**config.mk**
```make
export PLATFORM = sky130hd
export DESIGN_NAME = pipe_skid_reg_flat
export DESIGN_NICKNAME = d
export VERILOG_FILES = /design/src/rtl/pipe_skid_reg_if.sv /design/src/rtl/pipe_skid_reg.sv /design/src/flat_wrapper.sv
export SDC_FILE = /design/constraint.sdc
export NUM_CORES = 1
export LEC_CHECK = 0
export CAP_MARGIN = 20
export CELL_PAD_IN_SITES_DETAIL_PLACEMENT = 1
export CELL_PAD_IN_SITES_GLOBAL_PLACEMENT = 2
export CORE_MARGIN = 10
export CORE_UTILIZATION = 35
export CTS_CLUSTER_DIAMETER = 80
export DETAILED_ROUTE_END_ITERATION = 8
export PLACE_DENSITY = 0.83
export SLEW_MARGIN = 30
export SYNTH_ARGS = -nofsm -noshare
export SYNTH_HDL_FRONTEND = slang
export SYNTH_SLANG_ARGS = --single-unit
export TNS_END_PERCENT = 100
```
**constraint.sdc**
```tcl
create_clock -name clk -period 3.1 [get_ports clk]
set_clock_uncertainty 0.05 [all_clocks]
set_input_delay 0.465 -clock clk [delete_from_list [all_inputs] [get_ports clk]]
set_output_delay 0.465 -clock clk [all_outputs]
set_load 0.01 [all_outputs]
```
**src/rtl/pipe_skid_reg_if.sv**
```systemverilog
// Handshake bundle between two pipeline stages around a pipe_skid_reg.
// The stage uses the slave view; the upstream/downstream driver uses master.
interface pipe_skid_reg_if #(
    parameter int unsigned WIDTH = 32
);
    logic             flush;
    logic             in_valid;
    logic             in_ready;
    logic [WIDTH-1:0] in_data;
    logic             out_valid;
    logic             out_ready;
    logic [WIDTH-1:0] out_data;
    logic [1:0]       occupancy;

    modport slave (
        input  flush, in_valid, in_data, out_ready,
        output in_ready, out_valid, out_data, occupancy
    );

    modport master (
        output flush, in_valid, in_data, out_ready,
        input  in_ready, out_valid, out_data, occupancy
    );
endinterface

```
**src/rtl/pipe_skid_reg.sv**
```systemverilog
// Pipeline-stage register with valid/ready handshake, 2-entry skid buffer and
// synchronous flush. Ready is decoded from state only, so no comb path crosses the stage.
module pipe_skid_reg #(
    parameter int unsigned     WIDTH      = 32,
    parameter logic [WIDTH-1:0] BUBBLE_VAL = '0
) (
    input  logic              clk,
    input  logic              rst,
    pipe_skid_reg_if.slave    bus
);
    typedef enum logic [1:0] {
        ST_EMPTY = 2'd0,
        ST_ONE   = 2'd1,
        ST_TWO   = 2'd2
    } state_t;

    state_t           r_state;
    state_t           w_state_nxt;
    logic [WIDTH-1:0] r_main;
    logic [WIDTH-1:0] r_skid;
    logic [WIDTH-1:0] w_main_nxt;
    logic [WIDTH-1:0] w_skid_nxt;
    logic             w_in_ready;
    logic             w_out_valid;
    logic             w_accept;
    logic             w_drain;

    assign w_in_ready  = (r_state != ST_TWO);
    assign w_out_valid = (r_state != ST_EMPTY);
    assign w_accept    = bus.in_valid & w_in_ready;
    assign w_drain     = w_out_valid & bus.out_ready;

    assign bus.in_ready  = w_in_ready;
    assign bus.out_valid = w_out_valid;
    assign bus.out_data  = r_main;
    assign bus.occupancy = 2'(r_state);

    always_ff @(posedge clk or posedge rst) begin
        if (rst) begin
            r_state <= ST_EMPTY;
            r_main  <= BUBBLE_VAL;
            r_skid  <= BUBBLE_VAL;
        end else begin
            r_state <= w_state_nxt;
            r_main  <= w_main_nxt;
            r_skid  <= w_skid_nxt;
        end
    end

    // Flush wins over any handshake; a drain during flush is simply absorbed.
    always_comb begin
        w_state_nxt = r_state;
        w_main_nxt  = r_main;
        w_skid_nxt  = r_skid;
        if (bus.flush) begin
            w_state_nxt = ST_EMPTY;
            w_main_nxt  = BUBBLE_VAL;
            w_skid_nxt  = BUBBLE_VAL;
        end else begin
            unique case (r_state)
                ST_EMPTY: begin
                    if (w_accept) begin
                        w_state_nxt = ST_ONE;
                        w_main_nxt  = bus.in_data;
                    end
                end
                ST_ONE: begin
                    if (w_accept && w_drain) begin
                        w_main_nxt  = bus.in_data;
                    end else if (w_accept) begin
                        w_state_nxt = ST_TWO;
                        w_skid_nxt  = bus.in_data;
                    end else if (w_drain) begin
                        w_state_nxt = ST_EMPTY;
                        w_main_nxt  = BUBBLE_VAL;
                    end
                end
                ST_TWO: begin
                    if (w_drain) begin
                        w_state_nxt = ST_ONE;
                        w_main_nxt  = r_skid;
                        w_skid_nxt  = BUBBLE_VAL;
                    end
                end
                default: begin
                    w_state_nxt = ST_EMPTY;
                    w_main_nxt  = BUBBLE_VAL;
                    w_skid_nxt  = BUBBLE_VAL;
                end
            endcase
        end
    end
endmodule

```
**src/flat_wrapper.sv**
```systemverilog
// flat-port wrapper written by rule: the top's interface ports become plain ports
module pipe_skid_reg_flat 
#(
    parameter int unsigned     WIDTH      = 32,
    parameter logic [WIDTH-1:0] BUBBLE_VAL = '0
)
  (clk, rst, bus_flush, bus_in_valid, bus_in_data, bus_out_ready, bus_in_ready, bus_out_valid, bus_out_data, bus_occupancy);
  pipe_skid_reg_if #(.WIDTH(WIDTH)) bus_i ();
  input  logic clk;
  input  logic rst;
  input wire logic [$bits(bus_i.flush)-1:0] bus_flush;
  input wire logic [$bits(bus_i.in_valid)-1:0] bus_in_valid;
  input wire logic [$bits(bus_i.in_data)-1:0] bus_in_data;
  input wire logic [$bits(bus_i.out_ready)-1:0] bus_out_ready;
  output wire logic [$bits(bus_i.in_ready)-1:0] bus_in_ready;
  output wire logic [$bits(bus_i.out_valid)-1:0] bus_out_valid;
  output wire logic [$bits(bus_i.out_data)-1:0] bus_out_data;
  output wire logic [$bits(bus_i.occupancy)-1:0] bus_occupancy;
  assign bus_i.flush = bus_flush;
  assign bus_i.in_valid = bus_in_valid;
  assign bus_i.in_data = bus_in_data;
  assign bus_i.out_ready = bus_out_ready;
  assign bus_in_ready = bus_i.in_ready;
  assign bus_out_valid = bus_i.out_valid;
  assign bus_out_data = bus_i.out_data;
  assign bus_occupancy = bus_i.occupancy;
  pipe_skid_reg #(.WIDTH(WIDTH), .BUBBLE_VAL(BUBBLE_VAL)) u_core (.clk(clk), .rst(rst), .bus(bus_i));
endmodule
```
==> metrics <==
Placed Area 4200 sq um; status finished, final reports clean; pre-CTS setup slack 0.326 ns; CTS resizes 0; die height 119 um; syn nets 350; routability congestion estimate 0.715; Reg clk slew, reported paths 0.08 ns; detailed-route DRC error count 0; initial antenna violation count 0; clock root buffer clkbuf_8; Worst Path Max Fanout 27; PD cells 511 nW/um^2; clk sinks 66; final worst setup slack 0.505 ns; class of the most critical setup path register to output pin; Leakage 1.76 nW; Mean Syn Cell Area 10.9 sq um; routed vias 2770; CTS tree built; Hold WC Path Type input port to register; min Tclk post-route 2.59 ns; DR iter-0 viols 137; WP data arrival 2.08 ns; Startpoint Class register; routing usage on met1 19.1%; number of global-route vias before repair 3152; total global routing overflow 0; Horiz. Die Dim 119 um; final worst path period share 83.7%; Crit. End Element output pin; mapped cell area 3400 sq um; fin area 4450 sq um; Critical Path, Cell by Cell buf_4, clkdlybuf4s50_1; count of cell types in the netlist 27; Seq/Total Area, Yosys 48.6%; ant diodes 0; antenna-violating nets left 0; # rows 35; largest net degree at the start of global routing 45; Syn Inst Count 313; maximum clock frequency 385 MHz; area grow syn2layout 31.0%; layout cells sized above 1 9.47%; area share of the largest cell type after synthesis 48.6%; Final setup viols 0; Final Max Tran Viols 0; total track usage 15.1%; most frequent cells in the layout 71 x clkdlybuf4s50_1, 65 x dfrtp_1, 33 x mux2i_1; port buffer count 72; cell taking the most area after synthesis dfrtp_1; worst-margin pin slew 0.728 ns; vias per cell 5.44; first-pass GRT wire length 17.5 mm; post-DP HPWL 6.69 mm; top cells by area, synth dfrtp_1 49%, mux2i_1 9.7%, a22o_1 8.2%; WL final 10.3 mm; VDD IR max 219 uV; H-Tree Depth 3; Die Area 14100 sq um; most common cell after layout, fill and taps aside clkdlybuf4s50_1; NumNets Final 412; final hold vios 0; I/O pin count 73; layer with the highest usage met2; Routed WL per cell 20.3 um; RSZ-0062 raised after global routing false; number of synthesized register bits 66; Final Non-Filler Cells 509; Slew headroom 51.5%; fill count 1021; dpl cells 493; drt first pass iters 4; Max Cap Violations 0; WP data required 2.58 ns; Core ar. 9330 sq um; synth warn 0; setup_tns 0 ns; Num CTS Buffers 9; Starting Density 36.4%; met2 usage 24.6%; cts hold-fix bufs 0; Worst-Skew Late Latency 0.35 ns; worst stage delay on the critical path 0.63 ns; met3 usage 4.24%; slowest stage cell on the critical path clkdlybuf4s50_1; Post-CTS Setup Bufs 0; Clock Tree Buf Depth 2
power breakdown:
group | switching [mW] | internal [mW] | leakage (nW)
combinational | 0.210 | 0.195 | 0.736
sequential | 0.0371 | 0.909 | 0.899
clock | 0.367 | 0.559 | 0.127
total | 0.614 | 1.66 | 1.76
stage by stage:
step | total power, mW | hold WS, ns | util (%)
after global placement | 1.36 | 0.439 | 45.1
after floorplan | 1.16 | 0.455 | -
after CTS | 2.30 | 0.346 | 47.7
final | 2.28 | 0.358 | 47.7
after detailed placement | 1.37 | 0.443 | 45.1
after global routing | 2.38 | 0.393 | 47.7
critical path, delay by kind of cell, from the launching register on:
| family | cells | cell delay, ns |
|---|---|---|
| buffers and inverters | 2 | 1.13 |
| flip-flops | 1 | 0.59 |
layout make-up:
cell class	instances	area (sq um)	area share, %
Clock buffer	10	138	3.09
Sequential cell	66	1650	37.1
Clock inverter	6	113	2.53
Tap cell	129	161	3.62
Multi-Input combinational cell	180	1440	32.4
Timing Repair Buffer	84	818	18.4
Inverter	34	128	2.87
worst paths after layout:
| path | start | end | slack [ns] | depth (start not counted) |
|---|---|---|---|---|
| setup reg to reg | u_core.bus.occupancy[1] | u_core.bus.out_data[17] | 0.74 | 4 |
| hold reg to reg | u_core.bus.out_data[20] | u_core.bus.out_data[20] | 0.46 | 1 |
| min in group asynchronous | rst | u_core.bus.out_data[25] | 0.44 | 2 |
| max in group asynchronous | rst | u_core.bus.out_data[3] | 1.91 | 3 |
| hold / removal | bus_flush | u_core.bus.occupancy[1] | 0.36 | 2 |
| setup / recovery | u_core.bus.occupancy[1] | bus_occupancy[1] | 0.51 | 2 |
registers in the layout, indices dropped and copies added (netlist names):
register              flops
u_core.bus.occupancy      2
u_core.bus.out_data      32
u_core.r_skid            32
synthesized netlist by cell type:
library cell / instances
clkbuf_1: 10
nand2_1: 1
a21oi_1: 1
nand4bb_1: 1
o31ai_1: 32
buf_1: 1
o21ba_1: 1
a21oi_2: 1
inv_2: 1
nor2_1: 4
nor3_1: 1
inv_1: 33
a32o_1: 1
o2bb2ai_1: 32
buf_2: 12
a22o_1: 32
or2_2: 1
o31ai_2: 1
or3b_1: 1
nand2b_1: 2
buf_6: 5
dfrtp_1: 66
and3b_1: 2
buf_4: 5
nor2b_1: 1
mux2i_1: 33
nand3_1: 32
metal layers:
| layer | vias to the layer above | share of wire (%) | routed length (um) |
|---|---|---|---|
| met3 | 12 | 5.2 | 534 |
| met5 | - | 0 | 0 |
| met2 | 63 | 47 | 4850 |
| met4 | 0 | 1.4 | 142 |
| met1 | 1409 | 46 | 4790 |
| li1 | 1286 | - | - |
logic make-up (layout without fill, tap and decap cells):
family | after synthesis | count (layout) | synth area share [%]
compound gates | 101 | 101 | 24.9
mux | 33 | 33 | 9.72
buf+inv | 67 | 134 | 9.50
flops | 66 | 66 | 48.6
simple gates | 46 | 46 | 7.25
Power figures use the tool's default switching activity.
